--- config.mk ---
export PLATFORM = sky130hd
export DESIGN_NAME = multi_callback_timer
export DESIGN_NICKNAME = d
export VERILOG_FILES = /design/src/rtl/multi_callback_timer_pkg.sv /design/src/rtl/callback_channel.sv /design/src/rtl/multi_callback_timer.sv
export SDC_FILE = /design/constraint.sdc
export NUM_CORES = 1
export LEC_CHECK = 0
export BUFFER_PORTS_ARGS = -buffer_cell sky130_fd_sc_hd__buf_2
export CORE_ASPECT_RATIO = 1.2
export CORE_MARGIN = 2
export CORE_UTILIZATION = 50
export DETAILED_ROUTE_END_ITERATION = 16
export PLACE_DENSITY = 0.69
export SLEW_MARGIN = 10
export SYNTH_ARGS = -nofsm -noshare
export SYNTH_HDL_FRONTEND = slang
export SYNTH_SLANG_ARGS = --single-unit
export TNS_END_PERCENT = 30
--- constraint.sdc ---
create_clock -name clk -period 2.48 [get_ports clk]
set_input_delay 0.496 -clock clk [delete_from_list [all_inputs] [get_ports clk]]
set_output_delay 0.496 -clock clk [all_outputs]
set_load 0.05 [all_outputs]
--- src/rtl/multi_callback_timer_pkg.sv ---
// multi_callback_timer_pkg: shared channel state encoding and pulse-counter sizing
package multi_callback_timer_pkg;
  localparam logic [1:0] IDLE  = 2'b00;
  localparam logic [1:0] COUNT = 2'b01;
  localparam logic [1:0] FIRE  = 2'b10;
  function automatic int pulse_cnt_w(input int n);
    return (n < 1) ? 1 : $clog2(n + 1);
  endfunction
endpackage

--- src/rtl/callback_channel.sv ---
// callback_channel: one countdown timer channel with one-shot/periodic mode and cancel
module callback_channel
  import multi_callback_timer_pkg::*;
#(
  parameter int ISIZE     = 16,
  parameter int PULSE_LEN = 2
) (
  input  logic             clk,
  input  logic             reset,
  input  logic             tick,
  input  logic             load,
  input  logic [ISIZE-1:0] countdown,
  input  logic             periodic,
  input  logic             cancel,
  output logic             callback,
  output logic             busy
);
  localparam int PW = pulse_cnt_w(PULSE_LEN);
  logic [1:0]       state;
  logic [ISIZE-1:0] counter, reload;
  logic             mode;
  logic [PW-1:0]    pcnt_pulse;
  // channel FSM: cancel beats load beats normal counting/firing
  always_ff @(posedge clk or negedge reset)
    if (!reset) begin
      state      <= IDLE;
      counter    <= '0;
      reload     <= '0;
      mode       <= 1'b0;
      pcnt_pulse <= '0;
    end else if (cancel) state <= IDLE;
    else if (load) begin
      counter <= countdown;
      reload  <= countdown;
      mode    <= periodic;
      state   <= COUNT;
    end else case (state)
      COUNT:
        if (counter == '0) begin
          state      <= FIRE;
          pcnt_pulse <= PW'(PULSE_LEN - 1);
        end else if (tick) counter <= counter - ISIZE'(1);
      FIRE:
        if (pcnt_pulse == '0) begin
          state <= mode ? COUNT : IDLE;
          if (mode) counter <= reload;
        end else pcnt_pulse <= pcnt_pulse - PW'(1);
      default: state <= IDLE;
    endcase
  assign callback = state == FIRE;
  assign busy     = state != IDLE;
endmodule

--- src/rtl/multi_callback_timer.sv ---
// multi_callback_timer: CHANNELS countdown callback timers sharing one prescaler (optional CALLBACK_IRQ_EN adds sticky irq_pending/irq_ack)
module multi_callback_timer
  import multi_callback_timer_pkg::*;
#(
  parameter int ISIZE     = 16,
  parameter int CHANNELS  = 4,
  parameter int PULSE_LEN = 2,
  parameter int PSIZE     = 8
) (
  input  logic                      clk,
  input  logic                      reset,
  input  logic [PSIZE-1:0]          prescale,
  input  logic [CHANNELS-1:0]       load,
  input  logic [CHANNELS*ISIZE-1:0] countdown,
  input  logic [CHANNELS-1:0]       periodic,
  input  logic [CHANNELS-1:0]       cancel,
`ifdef CALLBACK_IRQ_EN
  input  logic [CHANNELS-1:0]       irq_ack,
  output logic [CHANNELS-1:0]       irq_pending,
`endif
  output logic [CHANNELS-1:0]       callback,
  output logic [CHANNELS-1:0]       busy,
  output logic                      any_callback
);
  logic [PSIZE-1:0] pcnt;
  logic             tick;
  assign tick = pcnt >= prescale;
  // free-running prescaler; >= keeps the period bounded when prescale drops mid-count
  always_ff @(posedge clk or negedge reset)
    if (!reset) pcnt <= '0;
    else pcnt <= tick ? '0 : pcnt + PSIZE'(1);
  for (genvar i = 0; i < CHANNELS; i++) begin : g_ch
    callback_channel #(.ISIZE(ISIZE), .PULSE_LEN(PULSE_LEN)) u_ch (
      .clk       (clk),
      .reset     (reset),
      .tick      (tick),
      .load      (load[i]),
      .countdown (countdown[i*ISIZE +: ISIZE]),
      .periodic  (periodic[i]),
      .cancel    (cancel[i]),
      .callback  (callback[i]),
      .busy      (busy[i])
    );
  end
  assign any_callback = |callback;
`ifdef CALLBACK_IRQ_EN
  logic [CHANNELS-1:0] cb_q;
  // sticky pending flag set on each callback rise; a rise beats a simultaneous ack
  always_ff @(posedge clk or negedge reset)
    if (!reset) begin
      cb_q        <= '0;
      irq_pending <= '0;
    end else begin
      cb_q        <= callback;
      irq_pending <= (callback & ~cb_q) | (irq_pending & ~irq_ack);
    end
`endif
endmodule

==> results of run 1 <==
-- metal layers --
layer,share of wire (%),up-vias
met3,4.0,31
li1,-,3731
met4,1.8,0
met1,45,3660
met2,49,165
met5,0,-
-- cell usage in the layout, fill, tap and decap left out, drive strengths merged, types with 9 or more instances in the layout --
master	netlist	routed
a211oi	9	9
a21oi	70	70
a31oi	13	13
buf	23	157
clkbuf	37	23
dfrtp	156	156
ha	37	37
inv	47	47
mux2	78	78
mux2i	19	19
nand2	76	76
nand3	14	14
nor2	79	79
nor3	24	24
nor4	18	18
o21a	11	11
o21ai	95	95
xnor2	18	18
xor2	11	11
-- worst paths after layout --
check / start / to / slack (ns)
max: pcnt[6]$_DFF_PN0_ / g_ch[2].u_ch.counter[5]$_DFFE_PN0P_ / 0.03
min in group clk: periodic[2] / g_ch[2].u_ch.mode$_DFFE_PN0P_ / 0.31
max in group asynchronous: reset / g_ch[1].u_ch.counter[7]$_DFFE_PN0P_ / 1.74
max reg2reg: pcnt[6]$_DFF_PN0_ / g_ch[2].u_ch.counter[5]$_DFFE_PN0P_ / 0.03
min: reset / g_ch[0].u_ch.reload[7]$_DFFE_PN0P_ / 0.02
min reg2reg: g_ch[1].u_ch.reload[14]$_DFFE_PN0P_ / g_ch[1].u_ch.reload[14]$_DFFE_PN0P_ / 0.50
-- per-stage QoR --
step | area, um^2 | utilization (%) | worst slack (ns) | instances | TNS, ns
after floorplan | 9210 | - | 0.0784 | 968 | 0
after global placement | 10200 | 56.3 | -0.194 | 1286 | -2.93
after detailed placement | 10200 | 56.3 | -0.219 | 1286 | -4.02
final | 10900 | 60.0 | 0.0253 | 1323 | 0
after CTS | 10800 | 59.4 | 0.0126 | 1318 | 0
after global routing | 10900 | 60.0 | -0.0662 | 1322 | -0.470
-- logic make-up after synthesis --
kind of cell	after synthesis	synth area share [%]
simple gates	272	14.9
compound gates	269	18.1
flops	156	42.4
buf+inv	108	5.08
mux	97	11.8
fa+ha+maj	37	5.02
xor+xnor	29	2.76
-- final cells by class --
class                      count  area (um^2)  share of cell area, %
multi-input combinational    704         4920                   45.3
sequential                   156         3900                   35.9
timing repair buffer         158         1010                   9.28
clock buffer                  22          454                   4.18
tap                          224          280                   2.58
inverter                      48          180                   1.66
clock inverter                10          118                   1.08
antenna                        1         2.50                 0.0230
-- what timing repair did --
item,in CTS,in global routing
setup endpoints to repair,1,26
buffers inserted,0,3
gates cloned,0,1
gates resized for setup,1,16
pin swaps,0,4
-- registers in the layout, summed over array words and instances (netlist names) --
signal and count:
g_ch.u_ch.state 8, g_ch.u_ch.reload 64, pcnt 8, g_ch.u_ch.mode 4, g_ch.u_ch.counter 64, g_ch.u_ch.pcnt_pulse 8
-- power breakdown --
part / switching, W / internal (W) / total [W]
combinational: 0.00104 / 0.00106 / 0.00210
clock: 0.00104 / 0.00151 / 0.00255
sequential: 0.000530 / 0.00305 / 0.00358
total: 0.00261 / 0.00562 / 0.00823
==> flow_summary.yaml, run 1 <==
run_status:
  outcome: "finished clean"
logic_synthesis:
  synth_edf_count: 0
  synth.largest_area_cell: "dfrtp_1"
  ys_warn_count: 0
  synth-seq-cells: 156
  syn_area_um2: 9210
  ys_types: 75
  syn_inst: 968
  async_flop_share_pct: 100
  synth_area_leaders: "dfrtp_1, mux2_2, o21ai_0"
  synth_nets: 1091
  synth-main-ff-cell: "dfrtp_1"
  avgSynthCellArea_um2: 9.52
  synth_common_cells: "dfrtp_1, o21ai_0, nor2_1, nand2_1, mux2_2"
  synth_top_area_share_pct: 42.4
  seq_area_frac_synth_pct: 42.4
  yosysMostFrequentCell: "dfrtp_1"
detailed_routing:
  dr.pass1.iters: 5
  drtIter0Drc: 433
  drt-total-wl_mm: 21.1
  antenna_left: 0
  vias_per_cell: 5.73
  vias: 7587
  wl_per_cell_um: 16.0
  drc: 0
floorplan:
  initial_core_util_pct: 50.9
  die_area_um2: 19500
  core_um2: 18100
  dieWidth_um: 128
  die_h_um: 153
  rows: 54
  boundaryPins: 95
global_routing:
  grt_util_met3_pct: 4.32
  busiest_layer: "met2"
  grt-ovfl-total: 0
  grt_pass1_vias: 7361
  grt_use_met1_pct: 29.3
  grt_util_met2_pct: 37.2
  grt_usage_pct: 22.4
  grt_pass1_wl_mm: 35.5
  grt_max_degree: 59
  antenna_found_initial: 1
worst_setup_path:
  crit_type: "reg -> reg"
  slowest_delay_ns: 0.41
  worstSetupEndpointType: "flip-flop"
  cp-start-kind: "flip-flop"
  cp_max_fo: 7
  path_common_cell: "buf_6"
  crit_buf_inv: 3
  cp.depth: 9
  reg2reg_depth: 9
  worstPathRequired_ns: 2.78
  crit_chain: "ha_1 -> and2_4 -> a221oi_2 -> buf_4 -> o21ai_2 -> buf_6 -> a311oi_4 -> buf_6 -> mux2_2"
  arrival_ns: 2.75
  cpMaxStageDelayCell: "dfrtp_1"
  crit_family: "compound AO/OA/AOI/OAI gates"
sta:
  whs_ns: 0.0183
  fin_crit_sh_pct: 99.0
  maxSlewViolCount: 0
  max_slew_margin_pct: 61.2
  skew_ns: 0.0111
  hold_viol: 0
  min_period_ns: 2.45
  tightest_slew_ns: 0.582
  setup_viol: 0
  rsz0062_at_grt: "yes"
  fmax_ghz: 0.407
power_and_ir_drop:
  max-vdd-ir-drop_mv: 0.493
  p_total_w: 0.00823
  power_density_nw_per_um2: 757
  p_leak_nw: 4.73
clocking:
  numCtsBuffers: 17
  cts_tree: "done"
  cts.path.max_buffers: 2
  clock-sinks: 156
  htreeDepth: 4
  path_clk_slew_ns: 0.07
  hold_buffers: 0
  worstSkewPairLatency_ns: 0.42
  cts_root_buffer: "clkbuf_16"
layout:
  area_growth_pct: 18.0
  num-nets-final: 1208
  drive_above_1_share_pct: 27.1
  fill_cells: 1609
placed_design:
  hpwl_mm: 15.0
  place.gp.congestion: 0.849
  io_buffers: 94
hold_path:
  hold_class: "in -> async"
run:
  maxCapViolations: 0
Note: power is estimated with default switching activity, not from simulation.
==> inputs of run 2 (changes only) <==
Settings changed: ABC_CLOCK_PERIOD_IN_PS set to 2480, BUFFER_PORTS_ARGS -buffer_cell sky130_fd_sc_hd__buf_2 to -buffer_cell sky130_fd_sc_hd__clkbuf_2.
==> run 2 against run 1 <==
Effect of this change: maximum frequency increased by 1.3%; largest power group unchanged; sequential share of layout area decreased by 0.39 points; clock skew decreased by 0.0022 ns; via count decreased by 0.22%; final cell count about the same; setup slack improved by 0.031 ns; total power increased by 3.8%; die area unchanged; highest routed layer unchanged; register-to-register slack improved by 0.03 ns; count of clock-buffer cells in the layout decreased by 3; clock power increased by 11%; combinational power increased by 2%.
==> flow_summary.yaml, run 2 (synthesis gave the netlist of run 1 again) <==
worst_setup_path:
  critPathCapture: "g_ch[2].u_ch.counter[6]$_DFFE_PN0P_"
  arrival_ns: 2.73
  crit_type: "reg -> reg"
  slowest_delay_ns: 0.40
  worstSetupEndpointType: "flip-flop"
  crit_start: "pcnt[6]$_DFF_PN0_"
  crit_chain: "ha_1 -> and2_4 -> a221oi_2 -> buf_4 -> o21ai_2 -> buf_6 -> a311oi_4 -> buf_6 -> mux2_2"
  reg2reg_depth: 9
  cp_max_fo: 8
  cp.depth: 9
  r2r-start: "pcnt[6]$_DFF_PN0_"
  worstPathRequired_ns: 2.79
  path_common_cell: "buf_6"
  crit_buf_inv: 3
  cp-start-kind: "flip-flop"
  ff2ff_setup_slack_ns: 0.06
  r2r_end: "g_ch[2].u_ch.counter[6]$_DFFE_PN0P_"
  cpMaxStageDelayCell: "dfrtp_1"
  crit_family: "compound AO/OA/AOI/OAI gates"
sta:
  hold_viol: 0
  skew_ns: 0.00886
  whs_ns: 0.0709
  finalWorstSetupSlack_ns: 0.0566
  tightest_slew_ns: 0.670
  fin_crit_sh_pct: 97.7
  setup_viol: 0
  maxSlewViolCount: 0
  fmax_ghz: 0.413
  fin_setup_tns_ns: 0
  rsz0062_at_grt: "yes"
  min_period_ns: 2.42
  max_slew_margin_pct: 55.3
layout:
  final_cell_mix: "dfrtp_1, o21ai_0, clkbuf_2"
  antenna_cells: 0
  ff_latch_area_um2: 3900
  post-route-util_pct: 60.7
  area_growth_pct: 19.3
  num-nets-final: 1208
  drive_above_1_share_pct: 27.5
  fill_cells: 1584
  final_common_cell: "dfrtp_1"
  multi_input_comb_area_um2: 4930
  largestRegisters: "g_ch.u_ch.counter x64, g_ch.u_ch.reload x64"
detailed_routing:
  drt-total-wl_mm: 21.5
  antenna_left: 0
  dr.pass1.iters: 5
  vias_per_cell: 5.73
  drtIter0Drc: 442
  wl_per_cell_um: 16.2
  drc: 0
  vias: 7570
power_and_ir_drop:
  power_density_nw_per_um2: 777
  p_leak_nw: 4.81
  max-vdd-ir-drop_mv: 0.459
  p_total_w: 0.00854
clocking:
  clock-sinks: 156
  htreeDepth: 4
  numCtsBuffers: 17
  cts.path.max_buffers: 2
  cts_tree: "done"
  path_clk_slew_ns: 0.07
  cts_root_buffer: "clkbuf_16"
  worstSkewPairLatency_ns: 0.43
global_routing:
  grt_usage_pct: 22.5
  antenna_found_initial: 0
  grt_max_degree: 67
  grt_pass1_wl_mm: 35.9
  grt_pass1_vias: 7495
  grt-ovfl-total: 0
floorplan:
  rows: 54
  initial_core_util_pct: 50.9
  core_um2: 18100
  die_area_um2: 19500
  dieWidth_um: 128
  die_h_um: 153
  boundaryPins: 95
run_status:
  outcome: "finished clean"
placed_design:
  io_buffers: 94
  hpwl_mm: 14.8
  dpl_worst_slack_ns: -0.258
  place.gp.congestion: 0.848
hold_path:
  hold_class: "in -> async"
run:
  maxCapViolations: 0
-- run 2: changes by cell type in the layout (fill, tap and decap cells not counted), sizes merged, moves of 2 or more --
cell      before  now
clkbuf        23  110
clkinvlp       4    2
buf          157   67
bufinv         2    4
inv           47   49
-- run 2: metal layers --
layer	GRT usage, %	part of all wire [%]	vias to the layer above
li1	-	-	3730
met1	29.3	45	3660
met2	38.4	50	148
met3	3.83	3.4	32
met4	7.01	1.7	0
met5	0	0	-
-- run 2: area by class of cell --
cell class / count / area share (%)
multi-input cells: 704 / 44.8
flip-flops and latches: 156 / 35.5
repair buffers: 158 / 9.71
clock buffers: 19 / 4.03
well taps: 224 / 2.55
clock inverters: 13 / 1.72
inverters: 48 / 1.64
-- run 2: power breakdown --
part | switching, W | internal [W]
clock | 0.00111 | 0.00172
sequential | 0.000530 | 0.00305
combinational | 0.00106 | 0.00108
total | 0.00269 | 0.00585
-- run 2: how the worst min path moves through the flow --
stage / startpoint / endpoint / slack [ns]
after floorplan: reset / g_ch[0].u_ch.counter[0]$_DFFE_PN0P_ / 0.20
after global placement: g_ch[0].u_ch.counter[14]$_DFFE_PN0P_ / g_ch[0].u_ch.counter[14]$_DFFE_PN0P_ / 0.48
after detailed placement: g_ch[1].u_ch.reload[14]$_DFFE_PN0P_ / g_ch[1].u_ch.reload[14]$_DFFE_PN0P_ / 0.49
after CTS: reset / g_ch[0].u_ch.counter[12]$_DFFE_PN0P_ / 0.09
after global routing: reset / g_ch[0].u_ch.counter[12]$_DFFE_PN0P_ / 0.12
final: reset / g_ch[0].u_ch.counter[12]$_DFFE_PN0P_ / 0.07
-- run 2: stage by stage --
stage / area [um^2] / cells
finish: 11000 / 1322
global route: 11000 / 1322
CTS: 10900 / 1317
detailed placement: 10200 / 1285
global placement: 10200 / 1285
floorplan: 9210 / 968
-- run 2: repair_timing --
item / in CTS / in global routing
resized for setup: 3 / 10
hold buffers: 0 / 0
buffers inserted: 0 / 4
endpoints found under the setup margin: 2 / 22
pin swaps: 0 / 3
cloned: 0 / 1
==> inputs of run 3 (changes only) <==
Settings changed: PLACE_DENSITY 0.69 to 0.75.
==> run 3 against run 2 <==
Effect of this change: routed wire length about the same; global-route usage increased by 0.083 points; final cell count increased by 0.15%; total power decreased by 0.21%; count of clock-buffer cells in the layout increased by 2; hold slack got worse by 0.028 ns; sequential power about the same; critical path depth increased by 1.
==> flow_summary.yaml, run 3 (synthesis gave the netlist of run 1 again) <==
detailed_routing:
  dr.pass1.iters: 5
  drt-total-wl_mm: 21.5
  vias: 7722
  vias_per_cell: 5.83
  drc: 0
  wl_per_cell_um: 16.2
  antenna_left: 0
  drtIter0Drc: 400
clocking:
  hold_buffers: 0
  clock-sinks: 156
  cts_tree: "done"
  cts.path.max_buffers: 2
  worstSkewPairLatency_ns: 0.42
  cts_root_buffer: "clkbuf_16"
  path_clk_slew_ns: 0.06
  numCtsBuffers: 17
  htreeDepth: 4
layout:
  ff_latch_area_um2: 3910
  multi_input_comb_area_um2: 4940
  antenna_cells: 0
  area_growth_pct: 19.3
  final_cell_area_um2: 11000
  final_common_cell: "dfrtp_1"
  num-nets-final: 1210
  largestRegisters: "g_ch.u_ch.counter x64, g_ch.u_ch.reload x64"
  fill_cells: 1541
  drive_above_1_share_pct: 27.6
  final_cell_mix: "dfrtp_1, o21ai_0, clkbuf_2"
floorplan:
  dieWidth_um: 128
  initial_core_util_pct: 50.9
  die_area_um2: 19500
  die_h_um: 153
  rows: 54
  core_um2: 18100
  boundaryPins: 95
global_routing:
  grt_max_degree: 64
  grt_pass1_wl_mm: 36.0
  grt-ovfl-total: 0
  busiest_layer: "met2"
  grt_util_met2_pct: 38.5
  grt_util_met3_pct: 3.76
  antenna_found_initial: 0
  grt_usage_pct: 22.6
  grt_use_met1_pct: 28.7
  grt_pass1_vias: 7637
worst_setup_path:
  arrival_ns: 2.71
  cp-start-kind: "flip-flop"
  cp_max_fo: 6
  worstSetupEndpointType: "flip-flop"
  worstPathRequired_ns: 2.79
  crit_type: "reg -> reg"
sta:
  fmax_ghz: 0.417
  setup_viol: 0
  skew_ns: 0.0187
  fin_crit_sh_pct: 96.7
  hold_viol: 0
  fin_setup_tns_ns: 0
  maxSlewViolCount: 0
  whs_ns: 0.0424
  tightest_slew_ns: 0.657
  finalWorstSetupSlack_ns: 0.0814
  min_period_ns: 2.40
  max_slew_margin_pct: 56.0
placed_design:
  hpwl_mm: 15.0
  place.gp.congestion: 0.840
  io_buffers: 94
  dpl_worst_slack_ns: -0.230
  place_area_um2: 10200
power_and_ir_drop:
  p_int_w: 0.00585
  max-vdd-ir-drop_mv: 0.479
  p_leak_nw: 4.79
  combPwrFrac_pct: 25.3
  power.switching_w: 0.00267
  p_sw_share_pct: 31.4
  seq_power_share_pct: 42.3
  power_density_nw_per_um2: 776
  p_clk_share_pct: 32.4
run:
  maxCapViolations: 0
hold_path:
  hold_class: "in -> async"
run_status:
  outcome: "finished clean"
-- run 3: layer usage --
layer,part of all wire [%],vias up
met4,2.0,0
met3,3.6,33
met1,43,3784
li1,-,3734
met2,51,171
met5,0,-
-- run 3: power by group through the flow --
stage | registers (W) | clock network, W | logic [W]
final | 0.00361 | 0.00276 | 0.00216
after global routing | 0.00368 | 0.00293 | 0.00243
after CTS | 0.00360 | 0.00282 | 0.00207
after detailed placement | 0.00363 | 0 | 0.00203
after global placement | 0.00361 | 0 | 0.00197
after floorplan | 0.00348 | 0 | 0.00147
-- run 3: path summary, 6_finish.rpt --
| kind | slack, ns | cells past startpoint | from | end |
|---|---|---|---|---|
| worst max-delay path | 0.08 | 10 | pcnt[5]$_DFF_PN0_ | g_ch[0].u_ch.counter[3]$_DFFE_PN0P_ |
| worst min-delay path | 0.04 | 1 | reset | g_ch[0].u_ch.counter[6]$_DFFE_PN0P_ |
| worst max register to register | 0.08 | 10 | pcnt[5]$_DFF_PN0_ | g_ch[0].u_ch.counter[3]$_DFFE_PN0P_ |
| worst min register to register | 0.50 | 1 | pcnt[0]$_DFF_PN0_ | pcnt[0]$_DFF_PN0_ |
| max in group asynchronous | 1.72 | 2 | reset | pcnt[0]$_DFF_PN0_ |
| min in group clk | 0.30 | 2 | load[2] | g_ch[2].u_ch.state[1]$_DFFE_PN0P_ |
-- run 3: metrics by stage --
stage,util (%),cells,total power [W]
2_1_floorplan,-,968,0.00496
3_3_place_gp,56.4,1285,0.00557
3_5_place_dp,56.4,1285,0.00566
4_1_cts,60.0,1320,0.00848
5_1_grt,60.7,1324,0.00903
6_report,60.7,1324,0.00852
-- run 3: cell type report --
type / instances / area share, %
clock inverters: 11 / 1.53
flip-flops and latches: 156 / 35.6
repair buffers: 160 / 9.68
multi-input cells: 704 / 44.9
well taps: 224 / 2.55
inverters: 48 / 1.64
clock buffers: 21 / 4.10
-- run 3: worst max-delay path: stages, from the launching register on --
cell	delay [ns]
dfrtp_2	0.45
ha_4	0.23
a21o_1	0.21
a221oi_4	0.25
o21ai_1	0.10
buf_4	0.18
buf_4	0.16
a211oi_4	0.29
buf_6	0.17
nor2_1	0.05
o22a_1	0.19
-- run 3: repair_timing --
action	in CTS	in global routing
setup buffers	3	4
pin swaps	0	2
gates resized for setup	2	17
endpoints found under the setup margin	3	39
